### config.mk
export PLATFORM = sky130hd
export DESIGN_NAME = uart_tx_feeder_flat
export DESIGN_NICKNAME = d
export VERILOG_FILES = /design/src/rtl/uart_tx_feeder_if.sv /design/src/rtl/uart_tx_feeder.sv /design/src/flat_wrapper.sv
export SDC_FILE = /design/constraint.sdc
export NUM_CORES = 1
export LEC_CHECK = 0
export BUFFER_PORTS_ARGS = -buffer_cell sky130_fd_sc_hd__buf_2
export CORE_UTILIZATION = 40
export CTS_CLUSTER_DIAMETER = 120
export DETAILED_ROUTE_END_ITERATION = 10
export PLACE_DENSITY = 0.62
export SYNTH_ARGS = -nofsm -noshare
export SYNTH_HDL_FRONTEND = slang
export SYNTH_SLANG_ARGS = --single-unit
### constraint.sdc
create_clock -name i_Clock -period 5.61 [get_ports i_Clock]
set_clock_uncertainty 0.15 [all_clocks]
set_input_delay 1.122 -clock i_Clock [delete_from_list [all_inputs] [get_ports i_Clock]]
set_output_delay 1.122 -clock i_Clock [all_outputs]
set_load 0.01 [all_outputs]
### src/rtl/uart_tx_feeder_if.sv
// Producer/transmitter-side signal bundle for uart_tx_feeder.
// The slave modport is the feeder's view; master is the driving environment.
interface uart_tx_feeder_if #(
  parameter int ADDR_W = 3
);
  logic              i_Enable;
  logic              i_Wr_En;
  logic [7:0]        i_Wr_Byte;
  logic              o_Full;
  logic              o_Empty;
  logic [ADDR_W:0]   o_Count;
  logic              o_Overflow;
  logic              o_Tx_DV;
  logic [7:0]        o_Tx_Byte;
  logic              i_Tx_Active;
  logic              i_Tx_Done;
  logic              o_Busy;
  logic              o_Timeout;

  modport slave (
    input  i_Enable, i_Wr_En, i_Wr_Byte, i_Tx_Active, i_Tx_Done,
    output o_Full, o_Empty, o_Count, o_Overflow, o_Tx_DV, o_Tx_Byte,
           o_Busy, o_Timeout
  );

  modport master (
    output i_Enable, i_Wr_En, i_Wr_Byte, i_Tx_Active, i_Tx_Done,
    input  o_Full, o_Empty, o_Count, o_Overflow, o_Tx_DV, o_Tx_Byte,
           o_Busy, o_Timeout
  );
endinterface

### src/rtl/uart_tx_feeder.sv
// Byte FIFO plus launch sequencer in front of uart_tx; one frame in flight at a time.
// Optional frame watchdog: define UART_TX_FEEDER_TIMEOUT_EN.
//   state        | meaning
//   IDLE         | waiting for enable and a queued byte
//   WAIT_ACTIVE  | byte launched, waiting for transmitter to go active
//   WAIT_DONE    | frame in flight, waiting for done
//   WAIT_RELEASE | waiting for done to drop before the next launch
module uart_tx_feeder #(
  parameter int ADDR_W         = 3,
  parameter int TIMEOUT_CYCLES = 4095
) (
  input logic             i_Clock,
  input logic             i_Reset,
  uart_tx_feeder_if.slave bus
);

  typedef enum logic [1:0] {IDLE, WAIT_ACTIVE, WAIT_DONE, WAIT_RELEASE} state_t;

  localparam int              DEPTH    = 2 ** ADDR_W;
  localparam logic [ADDR_W:0] FULL_CNT = (ADDR_W + 1)'(DEPTH);
  localparam logic [ADDR_W:0] CNT_ONE  = (ADDR_W + 1)'(1);
  localparam logic [ADDR_W-1:0] PTR_ONE = ADDR_W'(1);

  if (TIMEOUT_CYCLES < 1) begin : g_bad_timeout
    $error("TIMEOUT_CYCLES must be at least 1");
  end

  state_t              state_q, state_d;
  logic [7:0]          mem_q [DEPTH];
  logic [ADDR_W-1:0]   rd_ptr_q, wr_ptr_q;
  logic [ADDR_W:0]     count_q, count_d;
  logic                tx_dv_q, ovf_q;
  logic [7:0]          tx_byte_q;
  logic                full, empty, wr_ok, pop, tmr_exp;

  assign full  = (count_q == FULL_CNT);
  assign empty = (count_q == '0);
  assign wr_ok = bus.i_Wr_En && !full;

`ifdef UART_TX_FEEDER_TIMEOUT_EN
  localparam int TMR_W = $clog2(TIMEOUT_CYCLES + 1);
  logic [TMR_W-1:0] tmr_q;
  logic             tmo_q, waiting;

  assign waiting = (state_q == WAIT_ACTIVE) || (state_q == WAIT_DONE);
  assign tmr_exp = (tmr_q == '0);

  // Loaded on launch so the first expiry lands TIMEOUT_CYCLES edges after entry.
  always_ff @(posedge i_Clock or posedge i_Reset) begin
    if (i_Reset) begin
      tmr_q <= '0;
      tmo_q <= 1'b0;
    end else begin
      if (pop)
        tmr_q <= TMR_W'(TIMEOUT_CYCLES - 1);
      else if (waiting && !tmr_exp)
        tmr_q <= tmr_q - TMR_W'(1);
      tmo_q <= waiting && bus.i_Enable && tmr_exp;
    end
  end

  assign bus.o_Timeout = tmo_q;
`else
  assign tmr_exp       = 1'b0;
  assign bus.o_Timeout = 1'b0;
`endif

  always_comb begin
    state_d = state_q;
    pop     = 1'b0;
    case (state_q)
      IDLE: begin
        if (bus.i_Enable && !empty) begin
          pop     = 1'b1;
          state_d = WAIT_ACTIVE;
        end
      end
      WAIT_ACTIVE: begin
        if (!bus.i_Enable || tmr_exp) state_d = IDLE;
        else if (bus.i_Tx_Active)     state_d = WAIT_DONE;
      end
      WAIT_DONE: begin
        if (!bus.i_Enable || tmr_exp) state_d = IDLE;
        else if (bus.i_Tx_Done)       state_d = WAIT_RELEASE;
      end
      WAIT_RELEASE: begin
        if (!bus.i_Enable || !bus.i_Tx_Done) state_d = IDLE;
      end
      default: state_d = IDLE;
    endcase
  end

  always_comb begin
    count_d = count_q;
    case ({wr_ok, pop})
      2'b10:   count_d = count_q + CNT_ONE;
      2'b01:   count_d = count_q - CNT_ONE;
      default: count_d = count_q;
    endcase
  end

  always_ff @(posedge i_Clock or posedge i_Reset) begin
    if (i_Reset) state_q <= IDLE;
    else         state_q <= state_d;
  end

  always_ff @(posedge i_Clock or posedge i_Reset) begin
    if (i_Reset) begin
      rd_ptr_q  <= '0;
      wr_ptr_q  <= '0;
      count_q   <= '0;
      tx_dv_q   <= 1'b0;
      tx_byte_q <= 8'h00;
      ovf_q     <= 1'b0;
    end else begin
      if (wr_ok) wr_ptr_q <= wr_ptr_q + PTR_ONE;
      if (pop) begin
        rd_ptr_q  <= rd_ptr_q + PTR_ONE;
        tx_byte_q <= mem_q[rd_ptr_q];
      end
      count_q <= count_d;
      tx_dv_q <= pop;
      ovf_q   <= bus.i_Wr_En && full;
    end
  end

  // Storage needs no reset; contents are unreachable once pointers clear.
  always_ff @(posedge i_Clock) begin
    if (wr_ok) mem_q[wr_ptr_q] <= bus.i_Wr_Byte;
  end

  assign bus.o_Full     = full;
  assign bus.o_Empty    = empty;
  assign bus.o_Count    = count_q;
  assign bus.o_Overflow = ovf_q;
  assign bus.o_Tx_DV    = tx_dv_q;
  assign bus.o_Tx_Byte  = tx_byte_q;
  assign bus.o_Busy     = (state_q != IDLE);

endmodule

### src/flat_wrapper.sv
// flat-port wrapper written by rule: the top's interface ports become plain ports
module uart_tx_feeder_flat 
#(
  parameter int ADDR_W         = 3,
  parameter int TIMEOUT_CYCLES = 4095
)
  (i_Clock, i_Reset, bus_i_Enable, bus_i_Wr_En, bus_i_Wr_Byte, bus_i_Tx_Active, bus_i_Tx_Done, bus_o_Full, bus_o_Empty, bus_o_Count, bus_o_Overflow, bus_o_Tx_DV, bus_o_Tx_Byte, bus_o_Busy, bus_o_Timeout);
  uart_tx_feeder_if #(.ADDR_W(ADDR_W)) bus_i ();
  input logic i_Clock;
  input logic i_Reset;
  input wire logic [$bits(bus_i.i_Enable)-1:0] bus_i_Enable;
  input wire logic [$bits(bus_i.i_Wr_En)-1:0] bus_i_Wr_En;
  input wire logic [$bits(bus_i.i_Wr_Byte)-1:0] bus_i_Wr_Byte;
  input wire logic [$bits(bus_i.i_Tx_Active)-1:0] bus_i_Tx_Active;
  input wire logic [$bits(bus_i.i_Tx_Done)-1:0] bus_i_Tx_Done;
  output wire logic [$bits(bus_i.o_Full)-1:0] bus_o_Full;
  output wire logic [$bits(bus_i.o_Empty)-1:0] bus_o_Empty;
  output wire logic [$bits(bus_i.o_Count)-1:0] bus_o_Count;
  output wire logic [$bits(bus_i.o_Overflow)-1:0] bus_o_Overflow;
  output wire logic [$bits(bus_i.o_Tx_DV)-1:0] bus_o_Tx_DV;
  output wire logic [$bits(bus_i.o_Tx_Byte)-1:0] bus_o_Tx_Byte;
  output wire logic [$bits(bus_i.o_Busy)-1:0] bus_o_Busy;
  output wire logic [$bits(bus_i.o_Timeout)-1:0] bus_o_Timeout;
  assign bus_i.i_Enable = bus_i_Enable;
  assign bus_i.i_Wr_En = bus_i_Wr_En;
  assign bus_i.i_Wr_Byte = bus_i_Wr_Byte;
  assign bus_i.i_Tx_Active = bus_i_Tx_Active;
  assign bus_i.i_Tx_Done = bus_i_Tx_Done;
  assign bus_o_Full = bus_i.o_Full;
  assign bus_o_Empty = bus_i.o_Empty;
  assign bus_o_Count = bus_i.o_Count;
  assign bus_o_Overflow = bus_i.o_Overflow;
  assign bus_o_Tx_DV = bus_i.o_Tx_DV;
  assign bus_o_Tx_Byte = bus_i.o_Tx_Byte;
  assign bus_o_Busy = bus_i.o_Busy;
  assign bus_o_Timeout = bus_i.o_Timeout;
  uart_tx_feeder #(.ADDR_W(ADDR_W), .TIMEOUT_CYCLES(TIMEOUT_CYCLES)) u_core (.i_Clock(i_Clock), .i_Reset(i_Reset), .bus(bus_i));
endmodule
==> results of run 1 <==
==> worst min-delay path: stages, from the launching register on <==
cell and delay (ns):
dfrtp_1 0.35, nand2_1 0.05, o21ai_1 0.06
==> layer usage <==
layer | track usage (%) | part of all wire [%]
met2 | 21.10 | 47
met5 | 0 | 0
met4 | 4.924 | 1.3
met3 | 4.625 | 4.4
met1 | 19.39 | 47
==> cell usage after synthesis (3+ instances only) <==
cell type,count,area [sq um]
edfxtp_1,64,1922
dfrtp_1,22,550.5
nand2_1,22,82.58
mux4_2,16,360.4
nor2_1,10,37.54
mux2i_1,8,80.08
o21ai_0,6,30.03
ha_1,5,62.56
xnor2_1,5,43.79
inv_1,4,15.01
nand2b_1,4,25.02
o21ai_1,4,20.02
xor2_1,3,26.28
==> cell families after synthesis <==
group	count (synthesis)	synth area share (%)
adder cells (fa/ha/maj)	5	1.808
AO/OA/AOI/OAI	15	2.386
XOR/XNOR	8	2.025
AND/OR/NAND/NOR	46	6.725
multiplexers	25	13.05
other	1	0.1084
flip-flops	86	71.44
buffers and inverters	13	2.458
==> registers in the layout, summed over array words and instances, names as in the netlist <==
name / cells
u_core.wr_ptr_q: 3
u_core.rd_ptr_q: 3
u_core.bus.o_Tx_DV: 1
u_core.bus.o_Tx_Byte: 8
u_core.bus.o_Count: 4
u_core.bus.o_Overflow: 1
u_core.state_q: 2
u_core.mem_q: 64
==> power groups by stage <==
| stage | Sequential [W] | Combinational [W] | Clock [W] |
|---|---|---|---|
| floorplan | 0.000919 | 0.000433 | 0 |
| global placement | 0.000993 | 0.000500 | 0 |
| detailed placement | 0.000999 | 0.000508 | 0 |
| CTS | 0.000985 | 0.000508 | 0.000434 |
| global route | 0.00100 | 0.000555 | 0.000462 |
| finish | 0.000979 | 0.000499 | 0.000423 |
==> area by class of cell <==
| cell class | count | area (sq um) |
|---|---|---|
| clock buffer | 9 | 123.9 |
| clock inverter | 7 | 71.32 |
| fill | 712 | 4413 |
| inverter | 5 | 18.77 |
| multi-input combinational | 100 | 903.4 |
| sequential | 86 | 2472 |
| tap | 105 | 131.4 |
| timing repair buffer | 32 | 165.2 |
==> worst max-delay path by stage <==
| stage | to | cells past startpoint |
|---|---|---|
| after floorplan | u_core.bus.o_Count[2] | 9 |
| after global placement | u_core.bus.o_Count[2] | 10 |
| after detailed placement | u_core.bus.o_Count[2] | 10 |
| after CTS | bus_o_Empty | 3 |
| after global routing | u_core.bus.o_Count[2] | 10 |
| final | bus_o_Empty | 3 |
==> stage by stage <==
stage                     setup slack, ns  instances  hold slack, ns  power (W)  area (sq um)
after CTS                           2.723        344          0.3409   0.001927          3886
final                               2.746        344          0.3360   0.001901          3886
after detailed placement            2.568        328          0.3215   0.001506          3691
after floorplan                     2.807        199          0.3368   0.001352          3461
after global placement              2.593        328          0.3066   0.001493          3691
after global routing                2.643        344          0.3562   0.002020          3886
==> metrics.md, run 1 <==
| Metric | Value |
|---|---|
| Final net count | `253` |
| Die W | `95.02 microns` |
| Switching power | `0.0006030 W` |
| Post-synth EDFFs | `64` |
| Tot GR Track Use | `14.11%` |
| N_diodes | `0` |
| Row cnt | `33` |
| Hold depth | `2` |
| Worst-path maximum fanout | `7` |
| Placer congestion estimate | `0.6889` |
| Outcome | `complete, no violations` |
| Clock latency on the worst-skew pair | `0.35 ns` |
| Syn avg cell area | `17.39 sq um` |
| Synthesis-stage register bit count | `86` |
| Post CTS Setup Buffer Count | `0` |
| Slew margin rel. | `27.06%` |
| Vias in the first global route | `1636` |
| Synth warn | `0` |
| Min Clock Period, post-route | `2.864 ns` |
| Post-detail-place hpwl | `3615 microns` |
| CP startpoint kind | `flop` |
| Initial antenna violation count | `0` |
| Max Slew Vio Count | `0` |
| Crit path launch | `u_core.bus.o_Count[0]` |
| Vias | `1713` |
| Fmax | `349.2 MHz` |
| Largest net degree at the start of global routing | `23` |
| IO Pins | `32` |
| Sequential share of power | `51.5%` |
| Most common library cell in the layout ignoring fill and taps | `edfxtp_1` |
| Clock root buffer | `clkbuf_8` |
| Reg2reg path depth | `10` |
| Post-route setup TNS | `0 ns` |
| Kind of critical path | `reg2out` |
| R2R Setup Slk | `2.83 ns` |
| Hold_sp | `u_core.bus.o_Tx_Byte[2]` |
| Commonest cells after routing, fill and taps aside | `64 x edfxtp_1, 30 x buf_2, 22 x nand2_1, 22 x dfrtp_1, 16 x mux4_2` |
| Initial DRC Count | `50` |
| Post-cts hold buffer count | `0` |
| Post-synthesis instance area | `3461 sq um` |
| Arrival @ worst endpoint | `1.59 ns` |
| Comb pwr share | `26.2%` |
| Static Leak | `1.454 nW` |
| GR Overflow Total | `0` |
| Clk sinks | `86` |
| Worst min path class | `reg2reg` |
| Final Hold Fails | `0` |
| Synth Instances | `199` |
| Crit path max-delay cell type | `or4_4` |
| Total wire length | `5630 microns` |
| Post-synthesis sequential area ratio | `71.44%` |
| CTS Buffer Depth | `2` |
| Worst endpoint required time | `4.34 ns` |
| Wire per inst | `16.37 microns` |
| WP buf/inv | `2` |
| H-tree depth | `3` |
| Initial core utilization | `41.70%` |
| Power density cells | `489.1 nW/um^2` |
| Core footprint | `8299 sq um` |
| CP delay by family, top | `simple AND/OR/NAND/NOR gates` |
| Area Overhead vs Synth | `12.29%` |
| TritonCTS clock tree | `done` |
| RSZ-0062 raised after global routing | `no` |
| Post-layout util | `46.83%` |
| Worst Tran Pin Value | `1.094 ns` |
| Final ANT Viol Nets | `0` |
| Die Y | `95.02 microns` |
| Mapped Nets | `218` |
| Post-cts sizing count | `0` |
| RR Endpoint | `u_core.bus.o_Count[2]` |
| Worst R2R Start | `u_core.bus.o_Count[0]` |
| Commonest register cell after synthesis | `edfxtp_1` |
| IO buf count | `30` |
| First-pass GRT wire length | `8845 microns` |
| Layout cell share with drive strength beyond 1 | `28.45%` |
| Clock power frac | `22.3%` |
| Num CTS Buffers | `9` |
| Fin crit share | `51.04%` |
| Worst-path clk slew | `0.08 ns` |
| DRC violations left | `0` |
| Worst-path cell chain | `or4_4, inv_1, buf_2` |
| Crit path capture type | `output port` |
| Avg Vias per Cell | `4.980` |
| Yosys cell types | `34` |
| DR pass1 iterations | `4` |
| Final Setup Violations | `0` |
| Max Cap Violations | `0` |
| Int Power | `0.001298 W` |
| WHS Endpoint | `u_core.bus.o_Tx_Byte[2]` |
| Die area | `9028 sq um` |
| Largest stage delay, worst path | `0.59 ns` |
| Switching share of total power | `31.73%` |
| Fraction of registers with async set/reset | `25.58%` |
| Peak supply drop | `233.5 uV` |
Note: power is estimated with default switching activity, not from simulation.
==> inputs of run 2 (changes only) <==
==> constraint.sdc (replaced) <==
create_clock -name i_Clock -period 3 [get_ports i_Clock]
set_clock_uncertainty 0.15 [all_clocks]
set_input_delay 0.6 -clock i_Clock [delete_from_list [all_inputs] [get_ports i_Clock]]
set_output_delay 0.6 -clock i_Clock [all_outputs]
set_load 0.01 [all_outputs]
==> run 2 against run 1 <==
  * Cell area rose by 2.0%
  * Clock power grew 89%
  * Combinational power up 110%
  * Sequential power up 81%
  * Routed wire length is 4.7% higher
  * Non-clock buffer count up 10
  * Sequential share of layout area decreased by 1.3 points
  * Die area stayed put
  * Critical path depth is 7 higher
==> metrics.md, run 2 (synthesis gave the netlist of run 1 again) <==
| Metric | Value |
|---|---|
| Outcome | `complete, no violations` |
| Final Power | `0.003612 W (+90%)` |
| Kind of critical path | `reg2reg` |
| CP most frequent cell | `xor2_1` |
| Slew margin rel. | `42.71% (+16 points)` |
| Worst min path class | `in2async` |
| TritonCTS clock tree | `done` |
| Vias | `1754 (+2.4%)` |
| Multi-input combinational cell area | `903.4 sq um (unchanged)` |
| Peak supply drop | `319.4 uV (+37%)` |
| Worst Tran Pin Value | `0.8584 ns (-0.2357 ns)` |
| Worst R2R Start | `u_core.bus.o_Count[0]` |
| CP startpoint kind | `flop` |
| DRC violations left | `0 (unchanged)` |
| IO Pins | `32 (unchanged)` |
| Crit path launch | `u_core.bus.o_Count[0]` |
| Initial antenna violation count | `0 (unchanged)` |
| Crit path max-delay cell type | `or4_4` |
| Most common library cell in the layout ignoring fill and taps | `edfxtp_1` |
| Int Power | `0.002466 W (+90%)` |
| Sequential share of power | `48.9% (-2.6 points)` |
| Die Y | `95.02 microns (unchanged)` |
| Fin crit share | `86.78%` |
| Crit path capture type | `flop` |
| Placer congestion estimate | `0.6991 (+1.5%)` |
| Worst-path cell chain | `or4_4, nand3_4, inv_2, ha_1, xor2_1, ha_1, a21oi_1, xor2_1, nor2_1, xor2_1` |
| Min Clock Period, post-route | `2.604 ns` |
| Comb pwr share | `28.9% (+2.7 points)` |
| DR pass1 iterations | `4 (unchanged)` |
| Die W | `95.02 microns (unchanged)` |
| Max Cap Violations | `0 (unchanged)` |
| Arrival @ worst endpoint | `2.69 ns (+1.10 ns)` |
| Post-cts hold buffer count | `0 (unchanged)` |
| Cell Count, Final, Fillers Out | `354 (+2.9%)` |
| Clock power frac | `22.2% (about the same)` |
| Worst hold slack | `0.2581 ns (-0.07789 ns)` |
| Largest Register | `u_core.mem_q` |
| Worst-path maximum fanout | `7 (unchanged)` |
| Clock latency on the worst-skew pair | `0.35 ns (about the same)` |
| First-pass GRT wire length | `9439 microns (+6.7%)` |
| Largest net degree at the start of global routing | `23 (unchanged)` |
| Worst endpoint required time | `3.08 ns (-1.26 ns)` |
| Final Setup Violations | `0 (unchanged)` |
| Fmax | `384.1 MHz` |
| Area Overhead vs Synth | `14.57%` |
| Row cnt | `33 (unchanged)` |
| PnR worst setup slack | `0.3965 ns (-2.350 ns)` |
| RSZ-0062 raised after global routing | `no` |
| Die area | `9028 sq um (unchanged)` |
| Static Leak | `1.504 nW (+3.5%)` |
| Initial DRC Count | `72 (+44%)` |
| Switching share of total power | `31.72% (about the same)` |
| Commonest cells after routing, fill and taps aside | `64 x edfxtp_1, 30 x buf_2, 22 x nand2_1, 22 x dfrtp_1, 16 x mux4_2` |
| Switching power | `0.001146 W (+90%)` |
| Wire per inst | `16.66 microns (+1.8%)` |
| IO buf count | `30 (unchanged)` |
| Tot GR Track Use | `14.97% (+0.86 points)` |
| Register area | `2472 sq um (unchanged)` |
| Core footprint | `8299 sq um (unchanged)` |
| Final net count | `263 (+4.0%)` |
| Pre-CTS setup slack | `0.4083 ns (-2.160 ns)` |
| GR Overflow Total | `0 (unchanged)` |
| Largest stage delay, worst path | `0.60 ns (about the same)` |
| Max reg flops | `64 (unchanged)` |
| Worst-path clk slew | `0.09 ns (about the same)` |
| Final Hold Fails | `0 (unchanged)` |
| Post CTS Setup Buffer Count | `0 (unchanged)` |
| Layout cell share with drive strength beyond 1 | `31.73% (+3.3 points)` |
| H-tree depth | `3 (unchanged)` |
| Post-detail-place hpwl | `3963 microns (+9.6%)` |
| Layout fillers | `709 (-0.42%)` |
| Vias in the first global route | `1793 (+9.6%)` |
| Clock root buffer | `clkbuf_8` |
| Placed Cells | `338 (+3.0%)` |
| Num CTS Buffers | `9 (unchanged)` |
| Clk sinks | `86 (unchanged)` |
| Initial core utilization | `41.70% (unchanged)` |
| Avg Vias per Cell | `4.955 (-0.50%)` |
| R2R Setup Slk | `0.40 ns (-2.43 ns)` |
| Final ANT Viol Nets | `0 (unchanged)` |
| N_diodes | `0 (unchanged)` |
| Post-cts sizing count | `0 (unchanged)` |
| Post-route setup TNS | `0 ns (unchanged)` |
| Total wire length | `5897 microns (+4.7%)` |
| CTS Buffer Depth | `2 (unchanged)` |
| Power density cells | `910.9 nW/um^2 (+86%)` |
| Max Slew Vio Count | `0 (unchanged)` |
run 2: worst paths after layout:
check,depth (start not counted),end
worst max-delay path,10,u_core.bus.o_Count[2]
worst min-delay path,2,u_core.bus.o_Tx_Byte[5]
worst max register to register,10,u_core.bus.o_Count[2]
worst min register to register,2,u_core.bus.o_Tx_Byte[3]
max in group asynchronous,2,u_core.rd_ptr_q[2]
min in group i_Clock,2,u_core.bus.o_Tx_Byte[3]
run 2: power groups by stage:
stage,combinational [W],sequential (W),clock [W]
after floorplan,0.000810,0.00172,0
after global placement,0.00105,0.00179,0
after detailed placement,0.00106,0.00180,0
after CTS,0.00106,0.00177,0.000826
after global routing,0.00117,0.00181,0.000882
final,0.00104,0.00177,0.000801
run 2: worst max-delay path, delay by kind of cell (launching register included):
kind,cells,cell delay (ns)
fa+ha+maj,2,0.44
compound gates,1,0.14
flops,1,0.47
xor+xnor,3,0.46
simple gates,3,0.76
buf+inv,1,0.06
run 2: area by class of cell:
cell class / instances / area share [%]
Sequential cell: 86 / 62.35
Multi-Input combinational cell: 100 / 22.78
Timing Repair Buffer: 42 / 6.059
Tap cell: 105 / 3.313
Clock buffer: 10 / 3.219
Clock inverter: 6 / 1.799
Inverter: 5 / 0.4733
run 2: metrics by stage:
step,util (%),area (sq um)
floorplan,-,3461
global placement,45.38,3766
detailed placement,45.38,3766
CTS,47.78,3965
global route,47.78,3965
finish,47.78,3965
run 2: routing by layer:
layer	GRT usage [%]	vias up	share of wire, %
li1	-	835	-
met1	19.80	875	46
met2	23.68	34	49
met3	2.632	10	3.0
met4	7.955	0	1.9
met5	0	-	0
